==> src/rtl/pulse_capture.sv <==
// pulse_capture: measures high time and period of a synchronised pad input; results leave on valid/ready.
// Define CAPTURE_FILTER_EN to insert a FILT_LEN-cycle glitch filter between synchroniser and polarity XOR.
module pulse_capture #(
   parameter int CNT_W       = 16,
   parameter int SYNC_STAGES = 2,
   parameter int FILT_LEN    = 3
) (
   input  logic             wb_clk_i,
   input  logic             wb_rst_i,
   input  logic             sig_in,
   input  logic             arm,
   input  logic             pol,
   input  logic             cont,
   output logic             busy,
   output logic             res_valid,
   input  logic             res_ready,
   output logic [CNT_W-1:0] high_cnt,
   output logic [CNT_W-1:0] period_cnt,
   output logic             overflow
);

   typedef enum logic [2:0] {
      S_IDLE,
      S_WAIT_RISE,
      S_MEAS_HIGH,
      S_MEAS_LOW,
      S_DONE
   } state_t;

   localparam logic [CNT_W-1:0] CNT_MAX = '1;

`ifdef CAPTURE_FILTER_EN
   localparam bit FILT_ON = 1'b1;
`else
   localparam bit FILT_ON = 1'b0;
`endif

   logic [SYNC_STAGES-1:0] sync_reg;
   logic                   sync_out;
   logic                   meas_src;
   logic                   lvl;
   logic                   rise;
   logic                   fall;

   state_t                 state_reg, state_next;
   logic [CNT_W-1:0]       cnt_reg, cnt_next;
   logic [CNT_W-1:0]       high_reg, high_next;
   logic [CNT_W-1:0]       period_reg, period_next;
   logic                   ovf_reg, ovf_next;
   logic                   pol_reg, pol_next;
   logic                   cont_reg, cont_next;
   logic                   edge_reg, edge_next;

   always_ff @(posedge wb_clk_i or posedge wb_rst_i) begin
      if (wb_rst_i) begin
         sync_reg <= '0;
      end else begin
         sync_reg <= {sync_reg[SYNC_STAGES-2:0], sig_in};
      end
   end

   assign sync_out = sync_reg[SYNC_STAGES-1];

   if (FILT_ON && FILT_LEN > 0) begin : g_filt
      localparam int FW = $clog2(FILT_LEN + 1);
      logic          filt_level_reg;
      logic [FW-1:0] filt_cnt_reg;

      // Level follows the input only after FILT_LEN consecutive differing samples.
      always_ff @(posedge wb_clk_i or posedge wb_rst_i) begin
         if (wb_rst_i) begin
            filt_level_reg <= 1'b0;
            filt_cnt_reg   <= '0;
         end else if (sync_out == filt_level_reg) begin
            filt_cnt_reg <= '0;
         end else if (filt_cnt_reg == FW'(FILT_LEN - 1)) begin
            filt_level_reg <= sync_out;
            filt_cnt_reg   <= '0;
         end else begin
            filt_cnt_reg <= filt_cnt_reg + FW'(1);
         end
      end

      assign meas_src = filt_level_reg;
   end else begin : g_nofilt
      assign meas_src = sync_out;
   end

   assign lvl  = meas_src ^ pol_reg;
   assign rise = lvl & ~edge_reg;
   assign fall = ~lvl & edge_reg;

   always_ff @(posedge wb_clk_i or posedge wb_rst_i) begin
      if (wb_rst_i) begin
         state_reg  <= S_IDLE;
         cnt_reg    <= '0;
         high_reg   <= '0;
         period_reg <= '0;
         ovf_reg    <= 1'b0;
         pol_reg    <= 1'b0;
         cont_reg   <= 1'b0;
         edge_reg   <= 1'b0;
      end else begin
         state_reg  <= state_next;
         cnt_reg    <= cnt_next;
         high_reg   <= high_next;
         period_reg <= period_next;
         ovf_reg    <= ovf_next;
         pol_reg    <= pol_next;
         cont_reg   <= cont_next;
         edge_reg   <= edge_next;
      end
   end

   always_comb begin
      state_next  = state_reg;
      cnt_next    = cnt_reg;
      high_next   = high_reg;
      period_next = period_reg;
      ovf_next    = ovf_reg;
      pol_next    = pol_reg;
      cont_next   = cont_reg;
      edge_next   = lvl;
      case (state_reg)
         S_IDLE: begin
            if (arm) begin
               pol_next   = pol;
               cont_next  = cont;
               // Preload with the new polarity so arming never fakes an edge.
               edge_next  = meas_src ^ pol;
               state_next = S_WAIT_RISE;
            end
         end
         S_WAIT_RISE: begin
            if (rise) begin
               cnt_next   = CNT_W'(1);
               state_next = S_MEAS_HIGH;
            end
         end
         S_MEAS_HIGH: begin
            if (fall) begin
               high_next  = cnt_reg;
               // Hold at max so a late fall still saturates the period next cycle.
               cnt_next   = (cnt_reg == CNT_MAX) ? cnt_reg : cnt_reg + CNT_W'(1);
               state_next = S_MEAS_LOW;
            end else if (cnt_reg == CNT_MAX) begin
               high_next   = CNT_MAX;
               period_next = CNT_MAX;
               ovf_next    = 1'b1;
               state_next  = S_DONE;
            end else begin
               cnt_next = cnt_reg + CNT_W'(1);
            end
         end
         S_MEAS_LOW: begin
            if (rise) begin
               period_next = cnt_reg;
               ovf_next    = 1'b0;
               state_next  = S_DONE;
            end else if (cnt_reg == CNT_MAX) begin
               period_next = CNT_MAX;
               ovf_next    = 1'b1;
               state_next  = S_DONE;
            end else begin
               cnt_next = cnt_reg + CNT_W'(1);
            end
         end
         S_DONE: begin
            if (res_ready) begin
               state_next = cont_reg ? S_WAIT_RISE : S_IDLE;
            end
         end
         default: state_next = S_IDLE;
      endcase
   end

   assign busy       = (state_reg != S_IDLE);
   assign res_valid  = (state_reg == S_DONE);
   assign high_cnt   = high_reg;
   assign period_cnt = period_reg;
   assign overflow   = ovf_reg;

endmodule

==> config.mk <==
export PLATFORM = sky130hd
export DESIGN_NAME = pulse_capture
export DESIGN_NICKNAME = d
export VERILOG_FILES = /design/src/rtl/pulse_capture.sv
export SDC_FILE = /design/constraint.sdc
export NUM_CORES = 1
export LEC_CHECK = 0
export ABC_AREA = 0
export CELL_PAD_IN_SITES_DETAIL_PLACEMENT = 1
export CELL_PAD_IN_SITES_GLOBAL_PLACEMENT = 2
export CORE_UTILIZATION = 37
export DETAILED_ROUTE_END_ITERATION = 7
export DONT_BUFFER_PORTS = 1
export GPL_ROUTABILITY_DRIVEN = 0
export PLACE_DENSITY_LB_ADDON = 0.1
export RECOVER_POWER = 100
export SYNTH_ARGS = -nofsm -noshare
export SYNTH_HDL_FRONTEND = slang
export SYNTH_SLANG_ARGS = --single-unit
==> constraint.sdc <==
create_clock -name wb_clk_i -period 2 [get_ports wb_clk_i]
set_clock_uncertainty 0.1 [all_clocks]
set_input_delay 0.5 -clock wb_clk_i [delete_from_list [all_inputs] [get_ports wb_clk_i]]
set_output_delay 0.5 -clock wb_clk_i [all_outputs]
set_load 0.02 [all_outputs]
==> results of run 1 <==
## timing repair
action,in CTS,in global routing
hold buffers,1,0
gates resized for setup,22,13
setup endpoints to repair,39,43
setup buffers,11,7
gates cloned,1,0
hold endpoints to repair,18,0
pin swaps,11,15
## synth_stat cells
library cell               instances  share of area, %
sky130_fd_sc_hd__nor3b_1           1              0.29
sky130_fd_sc_hd__inv_1             7               1.0
sky130_fd_sc_hd__or4_2             1              0.34
sky130_fd_sc_hd__nand2_1          13               1.9
sky130_fd_sc_hd__dfrtp_1          57                55
sky130_fd_sc_hd__a211oi_1          1              0.29
sky130_fd_sc_hd__nand3b_1          1              0.29
sky130_fd_sc_hd__nand4_1           7               1.7
sky130_fd_sc_hd__nand2b_1          2              0.48
sky130_fd_sc_hd__mux2_2            3               1.3
sky130_fd_sc_hd__buf_2             3              0.58
sky130_fd_sc_hd__o31ai_1           2              0.58
sky130_fd_sc_hd__a211oi_4          1              0.78
sky130_fd_sc_hd__nor3_1            6               1.2
sky130_fd_sc_hd__or3_1             2              0.48
sky130_fd_sc_hd__xor2_1            2              0.68
sky130_fd_sc_hd__o31ai_4           1              0.82
sky130_fd_sc_hd__mux2i_1           1              0.39
sky130_fd_sc_hd__o21a_1            1              0.29
sky130_fd_sc_hd__clkbuf_1          6              0.87
sky130_fd_sc_hd__clkbuf_2          1              0.19
sky130_fd_sc_hd__o311ai_0          1              0.34
sky130_fd_sc_hd__or4_1             2              0.58
sky130_fd_sc_hd__nor2_1           15               2.2
sky130_fd_sc_hd__a21boi_0          1              0.29
sky130_fd_sc_hd__nor4_1            5               1.2
sky130_fd_sc_hd__o22a_2           16               6.2
sky130_fd_sc_hd__o21ba_2           1              0.39
sky130_fd_sc_hd__and4_1            2              0.68
sky130_fd_sc_hd__a31oi_1           1              0.24
sky130_fd_sc_hd__ha_1              1              0.48
sky130_fd_sc_hd__a21oi_1          10               1.9
sky130_fd_sc_hd__buf_6             3               1.3
sky130_fd_sc_hd__nand4b_1          2              0.68
sky130_fd_sc_hd__xnor2_1           6               2.0
sky130_fd_sc_hd__o211ai_1          1              0.29
sky130_fd_sc_hd__nand3_1           5              0.97
sky130_fd_sc_hd__and4_2            1              0.39
sky130_fd_sc_hd__o21ai_0          13               2.5
sky130_fd_sc_hd__nor2b_1           3              0.73
sky130_fd_sc_hd__o22a_1           16               5.4
sky130_fd_sc_hd__a21o_2            2              0.68
sky130_fd_sc_hd__and3_1            3              0.73
## final cells by class
| type | count | share of cell area [%] |
|---|---|---|
| inverters | 7 | 0.740 |
| repair buffers | 71 | 16.4 |
| clock inverters | 5 | 2.19 |
| flip-flops and latches | 57 | 40.2 |
| multi-input cells | 152 | 33.4 |
| clock buffers | 11 | 4.27 |
| well taps | 80 | 2.82 |
## where the power goes
group	leakage, nW	total (mW)	switching (mW)	internal, mW
clock network	0.115	1.23	0.468	0.764
registers	0.710	2.36	0.777	1.58
logic	0.719	1.78	0.841	0.944
## cell families (layout without fill, tap and decap cells)
group                    count (synthesis)  count (layout)  synth area share [%]
AO/OA/AOI/OAI                           68              68                  21.1
XOR/XNOR                                 8               8                  2.71
adder cells (fa/ha/maj)                  1               1                 0.485
buffers and inverters                   20              94                  3.97
flip-flops                              57              57                  55.3
multiplexers                             4               4                  1.70
AND/OR/NAND/NOR                         71              71                  14.8
## metal layers
| layer | vias up | track usage (%) | part of all wire, % |
|---|---|---|---|
| met5 | - | 0 | 0 |
| met2 | 44 | 36.4 | 50 |
| li1 | 989 | - | - |
| met1 | 1093 | 26.8 | 43 |
| met3 | 12 | 6.06 | 4.7 |
| met4 | 0 | 10.6 | 2.0 |
## critical path: cells and delay by family, from the launching register on
family	cells	cell delay (ns)
AND/OR/NAND/NOR	3	0.81
buffers and inverters	1	0.15
flip-flops	1	0.37
AO/OA/AOI/OAI	1	0.22
multiplexers	1	0.29
## through the flow
step           setup TNS, ns  hold WS (ns)  cell area, um2  std cells
6_report              -0.458        0.0823            3550        383
5_1_grt                -2.93        0.0659            3550        383
3_3_place_gp           -1.62         0.238            3040        347
2_1_floorplan         -0.216         0.231            2620        229
4_1_cts               -0.549        0.0696            3460        376
3_5_place_dp           -4.05         0.258            3040        347
## how the worst max path moves through the flow
stage	startpoint	endpoint	slack [ns]	cells after the start
6_report	cnt_reg[5]	cnt_reg[6]	-0.05	6
4_1_cts	cnt_reg[0]	period_cnt[15]	-0.06	8
5_1_grt	cnt_reg[5]	period_cnt[15]	-0.10	7
3_5_place_dp	cnt_reg[1]	period_cnt[4]	-0.18	7
2_1_floorplan	cnt_reg[10]	cnt_reg[6]	-0.06	7
3_3_place_gp	cnt_reg[1]	period_cnt[15]	-0.1	7
==> results.yml, run 1 <==
setup_path:
  critical-path-slowest-cell: "sky130_fd_sc_hd__or4_4"
  crit_required_ns: 2.13
  worst-r2r-cell-count: 6
  timing.critical_path.fanout_max: 4
  cp_slowest_stage_delay_ns: 0.54
  worstSetupStartpointType: "flop"
  crit-reg2reg-launch: "cnt_reg[5]"
  regToRegEndpoint: "cnt_reg[6]"
  arrival_ns: 2.18
  timing.critical_path.to_type: "flop"
  timing.critical_path.cells: "nand4_1, or4_4, buf_4, a21o_4, nand3_2, mux2_4"
  ff2ff_setup_slack_ns: -0.05
  worst-setup-path-type: "reg -> reg"
grt:
  grt_antenna_before_repair: 0
  globalRouteTotalUtil_pct: 22.0
  globalRouteOverflowTotal: 0
  first_global_vias: 2343
  grt_max_degree: 28
  grt_pass1_wl_um: 12100
finish:
  antennaDiodeCount: 0
  post_route_cells_drive_above_1_share_pct: 43.9
  final.fill_count: 727
  multi_input_area_mm2: 0.00118
  num-nets-final: 306
  finish.utilization_pct: 52.5
  mostFrequentLayoutCells: "sky130_fd_sc_hd__dfrtp_1 (56), sky130_fd_sc_hd__buf_4 (56), sky130_fd_sc_hd__o22a_2 (16), sky130_fd_sc_hd__o22a_1 (16), sky130_fd_sc_hd__nor2_1 (15)"
  area_growth_from_synthesis_to_layout_pct: 37.5
  sequential_cell_area_mm2: 0.00143
timing:
  report.final.setup_viol: 22
  finalWorstSetupSlack_ns: -0.0495
  final_max_slew_viol_count: 0
  max_slew.worst_pin.slew_ns: 0.761
  finalCritPeriodShare_pct: 102
  timing.final.hold_violations: 0
  period_minus_slack_ns: 2.05
  relSlewSlack_pct: 49.2
  rsz0062_at_grt: "yes"
  fmax_mhz: 488
synth:
  synthesis.area_per_instance_um2: 11.3
  synth_seq_area_share_pct: 55.3
  netlist_area_mm2: 0.00258
  mappedNetlistNets: 237
  synth_warnings: 0
  yosys_register_bits: 57
  postSynthCellCount: 229
  synthDistinctLibCells: 43
power_and_ir_drop:
  leakage_nw: 1.55
  max-vdd-ir-drop_mv: 0.668
  power_density_mw_per_mm2: 1510
  design_power_total_mw: 5.37
detailed_routing:
  wl_per_cell_um: 19.4
  post_drt_via_cell_ratio: 5.58
  drc_errors: 0
  drt-initial-drc-count: 62
  finalWirelength_um: 7450
  number_of_nets_with_antenna_violations_after_detailed_routing: 0
  drtPass1Iterations: 4
  via_count: 2138
floorplan:
  std_cell_rows: 30
  num_io_pins: 42
  die-area_mm2: 0.00731
  effective_utilization_at_floorplan_pct: 38.2
  core_region_area_mm2: 0.00676
  chipWidth_um: 85.5
  dieHeight_um: 85.5
clock_network:
  inserted_clock_buffers: 9
  clk_path_buf_depth: 2
  clock_latency_ns: 0.34
  cts_tree: "built"
  cts_num_sinks: 57
  ctsHtreeMaxLevel: 3
  clk_root_buffer_cell: "sky130_fd_sc_hd__clkbuf_8"
  cts.reportedPaths.clkPinSlew_ns: 0.07
worst_hold_path:
  min_delay_worst_endpoint: "sync_reg[0]"
  hold_path_depth: 0
  min_path_type: "in -> reg"
  worstHoldStart: "sig_in"
status:
  violations: "setup timing"
  outcome: "finished with violations"
place:
  hpwl_um: 5240
  detailedPlace.worstSlack_ns: -0.179
  io_buffer_count: 0
run:
  cap_violations: 0
Power figures use the tool's default switching activity.
==> run 2, diff against run 1 <==
--- a/config.mk
+++ b/config.mk
@@ -8,7 +8,7 @@
 export ABC_AREA = 0
 export CELL_PAD_IN_SITES_DETAIL_PLACEMENT = 1
 export CELL_PAD_IN_SITES_GLOBAL_PLACEMENT = 2
-export CORE_UTILIZATION = 37
+export CORE_UTILIZATION = 40
 export DETAILED_ROUTE_END_ITERATION = 7
 export DONT_BUFFER_PORTS = 1
 export GPL_ROUTABILITY_DRIVEN = 0
==> constraint.sdc (replaced) <==
create_clock -name wb_clk_i -period 2.1 [get_ports wb_clk_i]
set_clock_uncertainty 0.1 [all_clocks]
set_input_delay 0.63 -clock wb_clk_i [delete_from_list [all_inputs] [get_ports wb_clk_i]]
set_output_delay 0.63 -clock wb_clk_i [all_outputs]
set_load 0.02 [all_outputs]
==> run 2 against run 1 <==
The run now ends clean; first-iteration DRC count increased by 6.5%; clock-buffer cell count increased by 2; final cell count decreased by 5.2%; via count decreased by 1.0%.
==> results.yml, run 2 (synthesized netlist as in run 1, its figures left out) <==
status:
  outcome: "finished, final reports clean"
floorplan:
  core_region_area_mm2: 0.00606
  chipWidth_um: 82.3
  effective_utilization_at_floorplan_pct: 42.6
  num_io_pins: 42
  dieHeight_um: 82.3
  die-area_mm2: 0.00678
  std_cell_rows: 28
run:
  cap_violations: 0
power_and_ir_drop:
  power_density_mw_per_mm2: 1460
  leakage_nw: 1.44
  max-vdd-ir-drop_mv: 0.681
  design_power_total_mw: 4.87
finish:
  antennaDiodeCount: 0
  area_growth_from_synthesis_to_layout_pct: 29.5
  layout.cells.most_common: "sky130_fd_sc_hd__dfrtp_1"
  multi_input_area_mm2: 0.00114
  post_route_cells_drive_above_1_share_pct: 39.2
  finish.instance_area_mm2: 0.00334
  post_layout_nonfiller_instances: 363
  num-nets-final: 291
  mostFrequentLayoutCells: "sky130_fd_sc_hd__dfrtp_1 (56), sky130_fd_sc_hd__buf_4 (46), sky130_fd_sc_hd__o22a_2 (16), sky130_fd_sc_hd__o22a_1 (16), sky130_fd_sc_hd__nor2_1 (15)"
  final.fill_count: 655
  sequential_cell_area_mm2: 0.00143
timing:
  rsz0062_at_grt: "yes"
  fmax_mhz: 479
  final_max_slew_viol_count: 0
  relSlewSlack_pct: 17.9
  finalCritPeriodShare_pct: 99.4
  report.final.setup_viol: 0
  period_minus_slack_ns: 2.09
  max_slew.worst_pin.slew_ns: 1.23
  hold_worst_slack_ns: 0.220
  timing.final.hold_violations: 0
setup_path:
  worstSetupStartpointType: "flop"
  critPathTopFamily: "flip-flops"
  timing.critical_path.to_type: "primary output"
  worstPathBufferInverterCount: 2
  critical-path-slowest-cell: "sky130_fd_sc_hd__dfrtp_1"
  crit_required_ns: 1.37
  timing.critical_path.cells: "buf_6, or3_4, buf_6"
  cp_slowest_stage_delay_ns: 0.39
  worst-setup-path-type: "reg -> out"
  timing.critical_path.fanout_max: 3
  arrival_ns: 1.36
  worst_path_most_repeated_cell: "sky130_fd_sc_hd__buf_6"
place:
  detailed_place.area_mm2: 0.00294
  hpwl_um: 5230
  io_buffer_count: 0
  placed_cells: 332
detailed_routing:
  drc_errors: 0
  post_drt_via_cell_ratio: 5.83
  number_of_nets_with_antenna_violations_after_detailed_routing: 0
  drt-initial-drc-count: 66
  drtPass1Iterations: 4
  via_count: 2116
  finalWirelength_um: 7590
  wl_per_cell_um: 20.9
clock_network:
  cts.reportedPaths.clkPinSlew_ns: 0.06
  cts_num_sinks: 57
  ctsHtreeMaxLevel: 3
  cts_tree: "built"
  clock_latency_ns: 0.34
  clk_path_buf_depth: 2
  inserted_clock_buffers: 9
  clk_root_buffer_cell: "sky130_fd_sc_hd__clkbuf_8"
grt:
  grt_antenna_before_repair: 0
  globalRouteTotalUtil_pct: 24.2
  first_global_vias: 2298
  globalRouteOverflowTotal: 0
  grt_max_degree: 34
  grt_pass1_wl_um: 11800
worst_hold_path:
  min_path_type: "in -> reg"
-- run 2: where the power goes --
| group | switching, mW | internal, mW | total [mW] |
|---|---|---|---|
| logic | 0.817 | 0.830 | 1.65 |
| registers | 0.711 | 1.50 | 2.21 |
| clock network | 0.426 | 0.578 | 1.00 |
-- run 2: timing repair --
item                                    4_1_cts  5_1_grt
endpoints found under the setup margin       19       41
resized for setup                             5       23
buffers inserted                              7        7
gates cloned                                  0        1
pin swaps                                     2       10
hold buffers                                  0        0
-- run 2: stage by stage --
| step | worst slack (ns) | setup TNS (ns) | util, % |
|---|---|---|---|
| floorplan | -0.00545 | -0.00545 | - |
| detailed placement | -0.00375 | -0.00593 | 48.5 |
| finish | 0.0136 | 0 | 55.1 |
| global route | -0.0447 | -0.853 | 55.1 |
| global placement | 0.0583 | 0 | 48.5 |
| CTS | -0.00806 | -0.00806 | 52.8 |
-- run 2: layout make-up --
| class | count | share of cell area [%] |
|---|---|---|
| Sequential cell | 57 | 42.7 |
| Inverter | 7 | 0.824 |
| Timing Repair Buffer | 56 | 13.8 |
| Clock buffer | 13 | 4.46 |
| Multi-Input combinational cell | 152 | 34.2 |
| Clock inverter | 3 | 1.20 |
| Tap cell | 75 | 2.81 |
-- run 2: per-layer routing --
layer	vias to the layer above	global-route usage, %	wire (um)
met5	-	0	0
met4	0	11.8	206
met3	22	6.48	355
met2	58	39.0	3770
met1	1073	30.0	3260
li1	963	-	-
-- run 2: worst paths after layout --
path | startpoint | to | slack, ns | depth (start not counted)
max | state_reg[2] | busy | 0.01 | 3
min | sig_in | sync_reg[0] | 0.22 | 0
max reg2reg | cnt_reg[14] | period_cnt[0] | 0.02 | 6
min reg2reg | sync_reg[0] | sync_reg[1] | 0.26 | 0
max in group asynchronous | wb_rst_i | sync_reg[1] | 0.23 | 2
min in group asynchronous | wb_rst_i | high_cnt[6] | 0.31 | 1
